**src/rtl/speed_level_scheduler.sv**
```systemverilog
// speed_level_scheduler: game-speed prescaler with tick generation and level promotion
module speed_level_scheduler #(
  parameter int SPEEDCOMPARATOR_DATAWIDTH = 25,
  parameter int LEVELWIDTH                = 2,
  parameter int LEVELSTEP                 = 4194304,
  parameter int TICKS_PER_LEVEL           = 16
) (
  input  logic                                 SPEED_LEVEL_SCHEDULER_CLOCK_50,
  input  logic                                 SPEED_LEVEL_SCHEDULER_RESET_InHigh,
  input  logic                                 SPEED_LEVEL_SCHEDULER_start_InHigh,
  input  logic                                 SPEED_LEVEL_SCHEDULER_stop_InHigh,
  input  logic                                 SPEED_LEVEL_SCHEDULER_pause_InHigh,
  output logic [SPEEDCOMPARATOR_DATAWIDTH-1:0] SPEED_LEVEL_SCHEDULER_count_OutBUS,
  output logic                                 SPEED_LEVEL_SCHEDULER_tick_OutHigh,
  output logic                                 SPEED_LEVEL_SCHEDULER_levelup_OutHigh,
  output logic [LEVELWIDTH-1:0]                SPEED_LEVEL_SCHEDULER_level_OutBUS,
  output logic                                 SPEED_LEVEL_SCHEDULER_running_OutHigh,
  output logic                                 SPEED_LEVEL_SCHEDULER_maxlevel_OutHigh
);
  localparam int W        = SPEEDCOMPARATOR_DATAWIDTH;
  localparam int MAXLEVEL = 2**LEVELWIDTH - 1;
  localparam int TW       = $clog2(TICKS_PER_LEVEL + 1);
  // the highest reload must leave at least one counting step before all-ones
  if (longint'(MAXLEVEL) * longint'(LEVELSTEP) >= (longint'(1) << W) - 1 || TICKS_PER_LEVEL < 1) begin : g_bad_params
    $error("speed_level_scheduler: illegal parameter set");
  end
  typedef enum logic [1:0] {IDLE, RUN, PAUSE} state_t;
  state_t                r_state, w_state;
  logic [W-1:0]          r_count, w_count;
  logic [LEVELWIDTH-1:0] r_level, w_level;
  logic [TW-1:0]         r_tcnt, w_tcnt;
  logic                  r_tick, w_tick, r_levelup, w_levelup, r_running, r_maxlevel;
  logic                  w_wrap, w_promote;
  always_comb begin
    w_state   = r_state;
    w_count   = r_count;
    w_level   = r_level;
    w_tcnt    = r_tcnt;
    w_tick    = 1'b0;
    w_levelup = 1'b0;
    w_wrap    = &r_count;
    w_promote = w_wrap && (r_tcnt == TW'(TICKS_PER_LEVEL - 1));
    if (SPEED_LEVEL_SCHEDULER_stop_InHigh) begin
      w_state = IDLE;
      w_count = '0;
      w_level = '0;
      w_tcnt  = '0;
    end else if (r_state == IDLE) begin
      w_state = SPEED_LEVEL_SCHEDULER_start_InHigh ? RUN : IDLE;
      w_count = '0;
    end else if (SPEED_LEVEL_SCHEDULER_pause_InHigh) begin
      w_state = PAUSE;
    end else begin
      // the release edge itself counts, so an N-cycle pause costs exactly N cycles
      w_state = RUN;
      w_tick  = w_wrap;
      if (w_wrap) begin
        w_tcnt    = w_promote ? '0 : r_tcnt + TW'(1);
        w_levelup = w_promote && (r_level != LEVELWIDTH'(MAXLEVEL));
        w_level   = r_level + LEVELWIDTH'(w_levelup);
        w_count   = W'(LEVELSTEP * int'(w_level));
      end else begin
        w_count = r_count + W'(1);
      end
    end
  end
  always_ff @(posedge SPEED_LEVEL_SCHEDULER_CLOCK_50) begin
    if (SPEED_LEVEL_SCHEDULER_RESET_InHigh) begin
      r_state    <= IDLE;
      r_count    <= '0;
      r_level    <= '0;
      r_tcnt     <= '0;
      r_tick     <= 1'b0;
      r_levelup  <= 1'b0;
      r_running  <= 1'b0;
      r_maxlevel <= 1'b0;
    end else begin
      r_state    <= w_state;
      r_count    <= w_count;
      r_level    <= w_level;
      r_tcnt     <= w_tcnt;
      r_tick     <= w_tick;
      r_levelup  <= w_levelup;
      r_running  <= w_state != IDLE;
      r_maxlevel <= w_level == LEVELWIDTH'(MAXLEVEL);
    end
  end
  assign SPEED_LEVEL_SCHEDULER_count_OutBUS    = r_count;
  assign SPEED_LEVEL_SCHEDULER_tick_OutHigh     = r_tick;
  assign SPEED_LEVEL_SCHEDULER_levelup_OutHigh  = r_levelup;
  assign SPEED_LEVEL_SCHEDULER_level_OutBUS     = r_level;
  assign SPEED_LEVEL_SCHEDULER_running_OutHigh  = r_running;
  assign SPEED_LEVEL_SCHEDULER_maxlevel_OutHigh = r_maxlevel;
endmodule
```
**config.mk**
```make
export PLATFORM = sky130hd
export DESIGN_NAME = speed_level_scheduler
export DESIGN_NICKNAME = d
export VERILOG_FILES = /design/src/rtl/speed_level_scheduler.sv
export SDC_FILE = /design/constraint.sdc
export NUM_CORES = 1
export LEC_CHECK = 0
export CORE_MARGIN = 3
export CORE_UTILIZATION = 45
export CTS_CLUSTER_DIAMETER = 200
export CTS_CLUSTER_SIZE = 20
export DETAILED_ROUTE_END_ITERATION = 7
export GPL_TIMING_DRIVEN = 1
export PLACE_DENSITY = 0.67
export SYNTH_ARGS = -nofsm -noshare
export SYNTH_HDL_FRONTEND = slang
export SYNTH_SLANG_ARGS = --single-unit
```
**constraint.sdc**
```tcl
create_clock -name SPEED_LEVEL_SCHEDULER_CLOCK_50 -period 3.8 [get_ports SPEED_LEVEL_SCHEDULER_CLOCK_50]
set_input_delay 0.76 -clock SPEED_LEVEL_SCHEDULER_CLOCK_50 [delete_from_list [all_inputs] [get_ports SPEED_LEVEL_SCHEDULER_CLOCK_50]]
set_output_delay 0.76 -clock SPEED_LEVEL_SCHEDULER_CLOCK_50 [all_outputs]
set_load 0.005 [all_outputs]
```
-- After elaboration in Yosys (flattened, before gate mapping)
Index checks and enable logic that the tools add are counted.
- add/sub/neg operators: 3
- multiply operators: 0
- div/mod/pow operators: 0
- magnitude comparators: 0
- equality and inequality tests: 3
- shift-type cells: 0
- multiplexer cells: 10
- bitwise operators: 3
- reductions and logical operators: 10
- operators with widths (cell ; count):
    27-bit AND reduction ; 1
    25-bit by 1-bit adder with 25-bit output (second input constant) ; 1
    25-bit two-way mux ; 1
    25-bit AND reduction ; 1
    2-bit two-way mux ; 7
    5-bit by 1-bit adder with 5-bit output (second input constant) ; 1
    5-bit by 4-bit equality test with 1-bit output (second input constant) ; 1
    5-bit two-way mux ; 1
    5-bit OR reduction ; 1
    4-bit OR reduction ; 1
    1-bit NOT ; 3
    3-bit OR reduction ; 1
    2-bit by 1-bit adder with 2-bit output ; 1
    2-bit equality test (second input constant) ; 1
    1-bit logical AND ; 2
    2-bit zero test ; 1
    2-bit != test (second input constant) ; 1
    2-bit nonzero test ; 1
    2-bit OR reduction ; 1
    1-bit two-way mux ; 1
- bits in registers: 38
- bits in latches: 0
- RAM bits: 0
- ROM bits: 0
- bits of input ports: 5
- output and inout port bits: 31
- word-level logic and storage cells: 37
- memories: 0

-- Logic depth before layout (Yosys ltp)
- depth in word-level cells: 9
- depth in mapped cells: 10
- gate-level depth less buffers: 10

-- Worst setup path after synthesis
Ideal clock, no wire load.
- kind: register to register
- from: reg r_count[7] (netlist: SPEED_LEVEL_SCHEDULER_count_OutBUS[7])
- to: reg r_count[23] (netlist: SPEED_LEVEL_SCHEDULER_count_OutBUS[23])
- library setup time: 71 ps
- data arrival time: 2189 ps
- data required time: 3729 ps
- setup slack: 1540 ps
- stages on the path, launching flop included: 10
- buffers on the path: 0
- period minus slack after synthesis: 2260 ps
- cells stage by stage: dfxtp_1 -> nand4_1 -> nor4_4 -> nand2_1 -> a211oi_2 -> ha_1 -> xor2_1 -> nand3_1 -> a21o_1 -> a21oi_1
- word-level cells in the longest chain between the ends: 5
- elaborated cells on any way between the ends: 6
- those cells by class: add/sub (2); mux (1); reduce/logical (3)
- RTL lines (element ; RTL line ; source):
    from (decl) ; 29 ; logic [W-1:0] r_count, w_count;
    from (signal assigned) ; 79 ; r_count <= w_count;
    branches (longest 4 deep; another with 25-bit by 1-bit adder with 25-bit output) ; -- ;
    25-bit two-way mux * ; 57 ; if (w_wrap) begin
Mark *: on every way between the ends.
A chain may end at the register's enable or synchronous reset.

-- Final worst setup path
- from: reg r_count[13] (netlist: SPEED_LEVEL_SCHEDULER_count_OutBUS[13])
- to: reg r_count[23] (netlist: SPEED_LEVEL_SCHEDULER_count_OutBUS[23])
The elaborated chain is that of the path after synthesis.

==> results by group <==
Place
  – I/O Buffers: 35
  – Dpl cells: 279
  – Placer Congestion: 0.846
  – DP HPWL: 2870 µm

Finish
  – Area Growth Syn to Fin: 30.7%
  – Layout fillers: 357
  – Final cell count without fillers: 287
  – NumNets Final: 246
  – Share of cells above drive strength 1: 0.0753
  – Diode count: 0

Synthesis
  – Syn_area_per_cell: 8.92 µm²
  – Simple-Gate Fraction of Synth Area: 0.330
  – Synth top area cells: dfxtp_1 (43%), xor2_1 (9.4%), nor2_1 (7.8%), nand4_1 (4.6%), nand2_1 (3.8%)
  – Synth top area share: 0.429
  – Seq/Total Area, Yosys: 0.429
  – Yosys top cell by area: dfxtp_1
  – Post-Synth XOR/XNOR Area: 0.123
  – Syn Inst Count: 199
  – Prevailing post-synth register cell: dfxtp_1
  – Yosys reg bits: 38
  – Compound-Gate Fraction of Synth Area: 0.0621
  – Post-synth cell types: 38
  – Main combinational cell family by area after synthesis: simple AND/OR/NAND/NOR gates
  – Ys async rst share: 0
  – Synthesized Nets: 207
  – Mux share of post-synthesis cell area: 0.0113
  – Synth Area in Adders: 0.0212
  – Number of flops mapped to enable cells by yosys: 0
  – Mapped Area: 1770 µm²
  – Synth Warn #: 0

CTS
  – Num CTS Buffers: 5
  – Number of hold buffers added after CTS: 0
  – Clk_lat worst skew: 0.29 ns
  – Cts repair resizes: 0
  – CTS tree: built
  – Clock edge transition at the registers on the reported setup and hold paths: 0.08 ns
  – Deepest clock path buffer count: 2
  – CTS H-tree depth: 2
  – CTS Sinks: 38
  – Root buffer cell: clkbuf_8
  – Post-CTS Setup Bufs: 0

Worst setup path
  – CP Launch Type: flop
  – WP data arrival: 2.88 ns
  – Crit end category: flop
  – Slowest-stage cell, CP: nor4_4
  – Worst-path maximum fanout: 6
  – Kind of critical path: flop to flop
  – Delay-heaviest family, CP: simple AND/OR/NAND/NOR gates
  – Biggest cell delay along the critical path: 0.53 ns
  – WP buf/inv: 0
  – CP required: 4.02 ns
  – Critical path, cell by cell: nand4_4, nor4_4, nand2_1, a211oi_2, ha_1, xor2_1, nand3_1, a21o_1, a21oi_1

Timing
  – Fin Clk Skew: 0.00403 ns
  – Fin crit period: 2.66 ns
  – RSZ-0062 raised after global routing: false
  – Hold Vio Cnt, Final: 0
  – Slew headroom: 0.563
  – Slew Viols, Final: 0
  – TNS Setup: 0 ns
  – Fmax: 376 MHz
  – Worst slew pin tran: 0.654 ns
  – Setup-failing EPs final: 0
  – Tcrit/Tclk final: 0.700

Power
  – Peak VDD IR: 287 µV
  – Pwr dens: 363 nW/µm²
  – Leakage power: 0.805 nW

Min path
  – Hold Crit Class: flop to flop

Floorplanning
  – Io pins: 36
  – Die ar.: 4730 µm²
  – Rows: 22
  – Total core area: 3740 µm²
  – Starting density of the core: 0.474
  – Die extent in x: 68.8 µm
  – Die Ht: 68.8 µm

Drt
  – Via Count: 1563
  – Post-route DRC violation count: 0
  – WL final: 3980 µm
  – Post-route ant nets: 0
  – Initial DRC count: 76
  – Wire per inst: 13.9 µm
  – Vias per cell: 5.45
  – Initial DRT Pass Iterations: 4

Global route
  – Global-route wire length before repair: 6560 µm
  – GRT overflow: 0
  – Largest net degree at the start of global routing: 21
  – GR Util All Layers: 0.186
  – Initial antenna violation count: 0
  – Number of global-route vias before repair: 1422

Run
  – Max cap viols: 0

Status
  – Status: completed
kinds of logic after synthesis:
| group | count (synthesis) |
|---|---|
| compound gates | 17 |
| xor+xnor | 25 |
| fa+ha+maj | 3 |
| buf+inv | 9 |
| flops | 38 |
| mux | 2 |
| simple gates | 105 |
area by class of cell:
| class | count | area (µm²) | area share |
|---|---|---|---|
| multi-input cells | 152 | 972 | 0.419 |
| flip-flops and latches | 38 | 761 | 0.328 |
| repair buffers | 38 | 373 | 0.161 |
| clock buffers | 6 | 82.6 | 0.0356 |
| clock inverters | 2 | 60.1 | 0.0259 |
| well taps | 48 | 60.1 | 0.0259 |
| inverters | 3 | 11.3 | 0.00485 |
cell usage in the layout, fill, tap and decap left out, types with 2 or more instances in the layout:
master / count
a21o_1: 3
a21oi_1: 5
and2_1: 3
and3_1: 3
buf_4: 3
bufinv_16: 2
clkbuf_8: 6
clkdlybuf4s50_1: 35
dfxtp_1: 38
ha_1: 3
inv_1: 3
mux2i_1: 2
nand2_1: 18
nand3_1: 9
nand3b_1: 3
nand4_1: 13
nand4b_1: 2
nor2_1: 37
nor3_1: 3
nor3b_1: 2
nor4_4: 2
o21ai_0: 4
xnor2_1: 6
xor2_1: 19
synthesized netlist by cell type (3+ instances only):
cell and instances:
a21o_1 3, a21oi_1 5, and2_1 3, and3_1 3
buf_2 3, dfxtp_1 38, ha_1 3, inv_1 3
nand2_1 18, nand3_1 9, nand3b_1 3, nand4_1 13
nor2_1 37, nor3_1 3, o21ai_0 4, xnor2_1 6
xor2_1 19
layer usage:
metal,GRT usage,part of all wire
met1,0.252,0.47
met2,0.275,0.45
met3,0.0567,0.071
met4,0.0681,0.013
met5,0,0
worst paths after layout:
kind | from | end | slack [ns] | depth (start not counted)
setup / recovery | SPEED_LEVEL_SCHEDULER_count_OutBUS[13]$_SDFFE_PP0N_ | SPEED_LEVEL_SCHEDULER_count_OutBUS[23]$_SDFFE_PP0N_ | 1.14 | 9
hold / removal | r_tcnt[4]$_SDFFE_PP0P_ | r_tcnt[4]$_SDFFE_PP0P_ | 0.45 | 1
setup reg to reg | SPEED_LEVEL_SCHEDULER_count_OutBUS[13]$_SDFFE_PP0N_ | SPEED_LEVEL_SCHEDULER_count_OutBUS[23]$_SDFFE_PP0N_ | 1.14 | 9
hold reg to reg | r_tcnt[4]$_SDFFE_PP0P_ | r_tcnt[4]$_SDFFE_PP0P_ | 0.45 | 1
per-stage QoR:
step / util / total power, W / worst slack, ns / hold WS [ns] / instance area [µm²]
2_1_floorplan: - / 0.000418 / 1.54 / 0.425 / 1770
3_3_place_gp: 0.582 / 0.000426 / 0.930 / 0.434 / 2180
3_5_place_dp: 0.582 / 0.000426 / 0.866 / 0.437 / 2180
4_1_cts: 0.620 / 0.000851 / 1.15 / 0.450 / 2320
5_1_grt: 0.620 / 0.000865 / 0.936 / 0.480 / 2320
6_report: 0.620 / 0.000842 / 1.14 / 0.451 / 2320
power by group:
part / total (W) / internal, W / switching, W
Clock: 0.000425 / 0.000280 / 0.000145
Sequential: 0.000400 / 0.000399 / 0.000000779
Combinational: 0.0000172 / 0.00000808 / 0.00000913
Total: 0.000842 / 0.000687 / 0.000155
registers in the layout, indices dropped and copies added (netlist names):
signal,count
SPEED_LEVEL_SCHEDULER_levelup_OutHigh,1
SPEED_LEVEL_SCHEDULER_running_OutHigh,1
r_state,2
SPEED_LEVEL_SCHEDULER_level_OutBUS,2
SPEED_LEVEL_SCHEDULER_maxlevel_OutHigh,1
SPEED_LEVEL_SCHEDULER_tick_OutHigh,1
SPEED_LEVEL_SCHEDULER_count_OutBUS,25
r_tcnt,5
Power figures use the tool's default switching activity.
==> edit: new RTL, config.mk and constraints unchanged <==
Change the parameter `LEVELSTEP` from 4194304 to 2097152.
--- a/src/rtl/speed_level_scheduler.sv
+++ b/src/rtl/speed_level_scheduler.sv
@@ -2,7 +2,7 @@
 module speed_level_scheduler #(
   parameter int SPEEDCOMPARATOR_DATAWIDTH = 25,
   parameter int LEVELWIDTH                = 2,
-  parameter int LEVELSTEP                 = 4194304,
+  parameter int LEVELSTEP                 = 2097152,
   parameter int TICKS_PER_LEVEL           = 16
 ) (
   input  logic                                 SPEED_LEVEL_SCHEDULER_CLOCK_50,
Function: no difference found for any inputs over 10 cycles, from zero or initial values and one cycle with SPEED_LEVEL_SCHEDULER_RESET_InHigh high; that may be too few to reach the edited logic, so the function may still have changed.
==> edit against the original RTL <==
Setup slack better by 0.21 ns. Clock power shrank 4%. Sequential share of layout area increased by 0.20 points. Final area is 0.59% lower. Power decreased by 1.9%. Routed wire length fell by 4.9%. Synthesized area fell by 0.35%. Sequential cell count unchanged.
==> edit: results (changes against the original RTL) <==
final net count 244 (-0.81%); Post-synth top cells nor2_1, dfxtp_1, nand2_1, xor2_1; critical path fanouts, max 8 (+2); FFs w/ async S/R, synth 0% (unchanged); clock skew 0.00817 ns (+0.00414 ns); Placed Cells 277 (-0.72%); CP Launch Point SPEED_LEVEL_SCHEDULER_pause_InHigh; reg2reg path depth 8 (-1); Post-CTS Resized 0 (unchanged); Synth Net Count 204 (-1.4%); Critical Path AT 2.64 ns (-0.24 ns); Synth Flop Type dfxtp_1; CTS Buf Count 5 (unchanged); Final Hold Fails 0 (unchanged); worst skew pair latency 0.30 ns; GRT Total Usage 18.3% (-0.27 points); Initial DRC Count 116 (+53%); Leak Pwr 0.783 nW (-2.7%); Post-CTS Repair Setup Buffers 0 (unchanged); # port buffers 35 (unchanged); initial antenna violation count 0 (unchanged); Routability Congestion 0.790 (-6.6%); Max VDD drop 261 uV (-9.0%); FF-to-FF Start SPEED_LEVEL_SCHEDULER_count_OutBUS[16]$_SDFFE_PP0N_; Largest register FFs 25 (unchanged); CP max stage cell clkdlybuf4s50_1; non-filler instance count after layout 285 (-0.70%); Cell Area, Placed 0.00217 mm^2 (-0.40%); first-pass GRT wire length 6.42 mm (-2.2%); syn_area_per_cell 9.02 um^2 (+1.2%); DRT Pass-1 Iters 4 (unchanged); HPWL Detailed 2.74 mm (-4.6%); Seq/Total Area, Yosys 43.0% (+0.15 points); layout cell share with drive strength beyond 1 8.86% (+1.3 points); WL/cell 13.3 um (-4.3%); library cells used by synthesis 43 (+13%); Vias 1519 (-2.8%); Tightest Pin Transition 0.553 ns (-0.101 ns); most area-consuming cells after synthesis dfxtp_1, nor2_1, xor2_1; status finished, final reports clean; largest net degree at the start of global routing 14 (-33%)
edit: path summary, 6_finish.rpt:
kind,end,slack (ns)
hold / removal,r_tcnt[4]$_SDFFE_PP0P_,0.49
setup / recovery,SPEED_LEVEL_SCHEDULER_count_OutBUS[19]$_SDFFE_PP0N_,1.35
setup reg to reg,SPEED_LEVEL_SCHEDULER_count_OutBUS[22]$_SDFFE_PP0N_,1.50
hold reg to reg,r_tcnt[4]$_SDFFE_PP0P_,0.49
edit: cells by family after synthesis:
kind of cell	after synthesis	share of synthesized area (%)
flops	38	43.0
simple gates	106	33.0
compound gates	16	6.72
fa+ha+maj	3	2.12
buf+inv	7	2.05
mux	3	1.70
xor+xnor	23	11.4
edit: routing by layer:
| layer | share of wire [%] | up-vias | global-route usage, % |
|---|---|---|---|
| met2 | 47 | 39 | 30.4 |
| met5 | 0 | - | 0 |
| li1 | - | 769 | - |
| met4 | 1.3 | 0 | 6.45 |
| met3 | 5.9 | 6 | 6.97 |
| met1 | 45 | 705 | 21.3 |
edit: metrics by stage:
step,utilization [%],total power (W),setup WS (ns)
6_report,62.1,0.000826,1.35
5_1_grt,62.1,0.000857,1.21
4_1_cts,62.1,0.000835,1.35
3_5_place_dp,58.4,0.000425,1.04
3_3_place_gp,58.4,0.000425,1.10
2_1_floorplan,-,0.000417,1.85
edit: cell type report:
type / instances / area (um^2)
multi-input cells: 151 / 971
well taps: 48 / 60.1
fillers: 334 / 1410
clock buffers: 5 / 68.8
clock inverters: 3 / 68.8
inverters: 3 / 11.3
flip-flops and latches: 38 / 761
repair buffers: 37 / 365
edit: power by group:
group	internal (W)	switching, W
Combinational	0.00000781	0.00000815
Sequential	0.000399	0.000000794
Clock	0.000263	0.000147
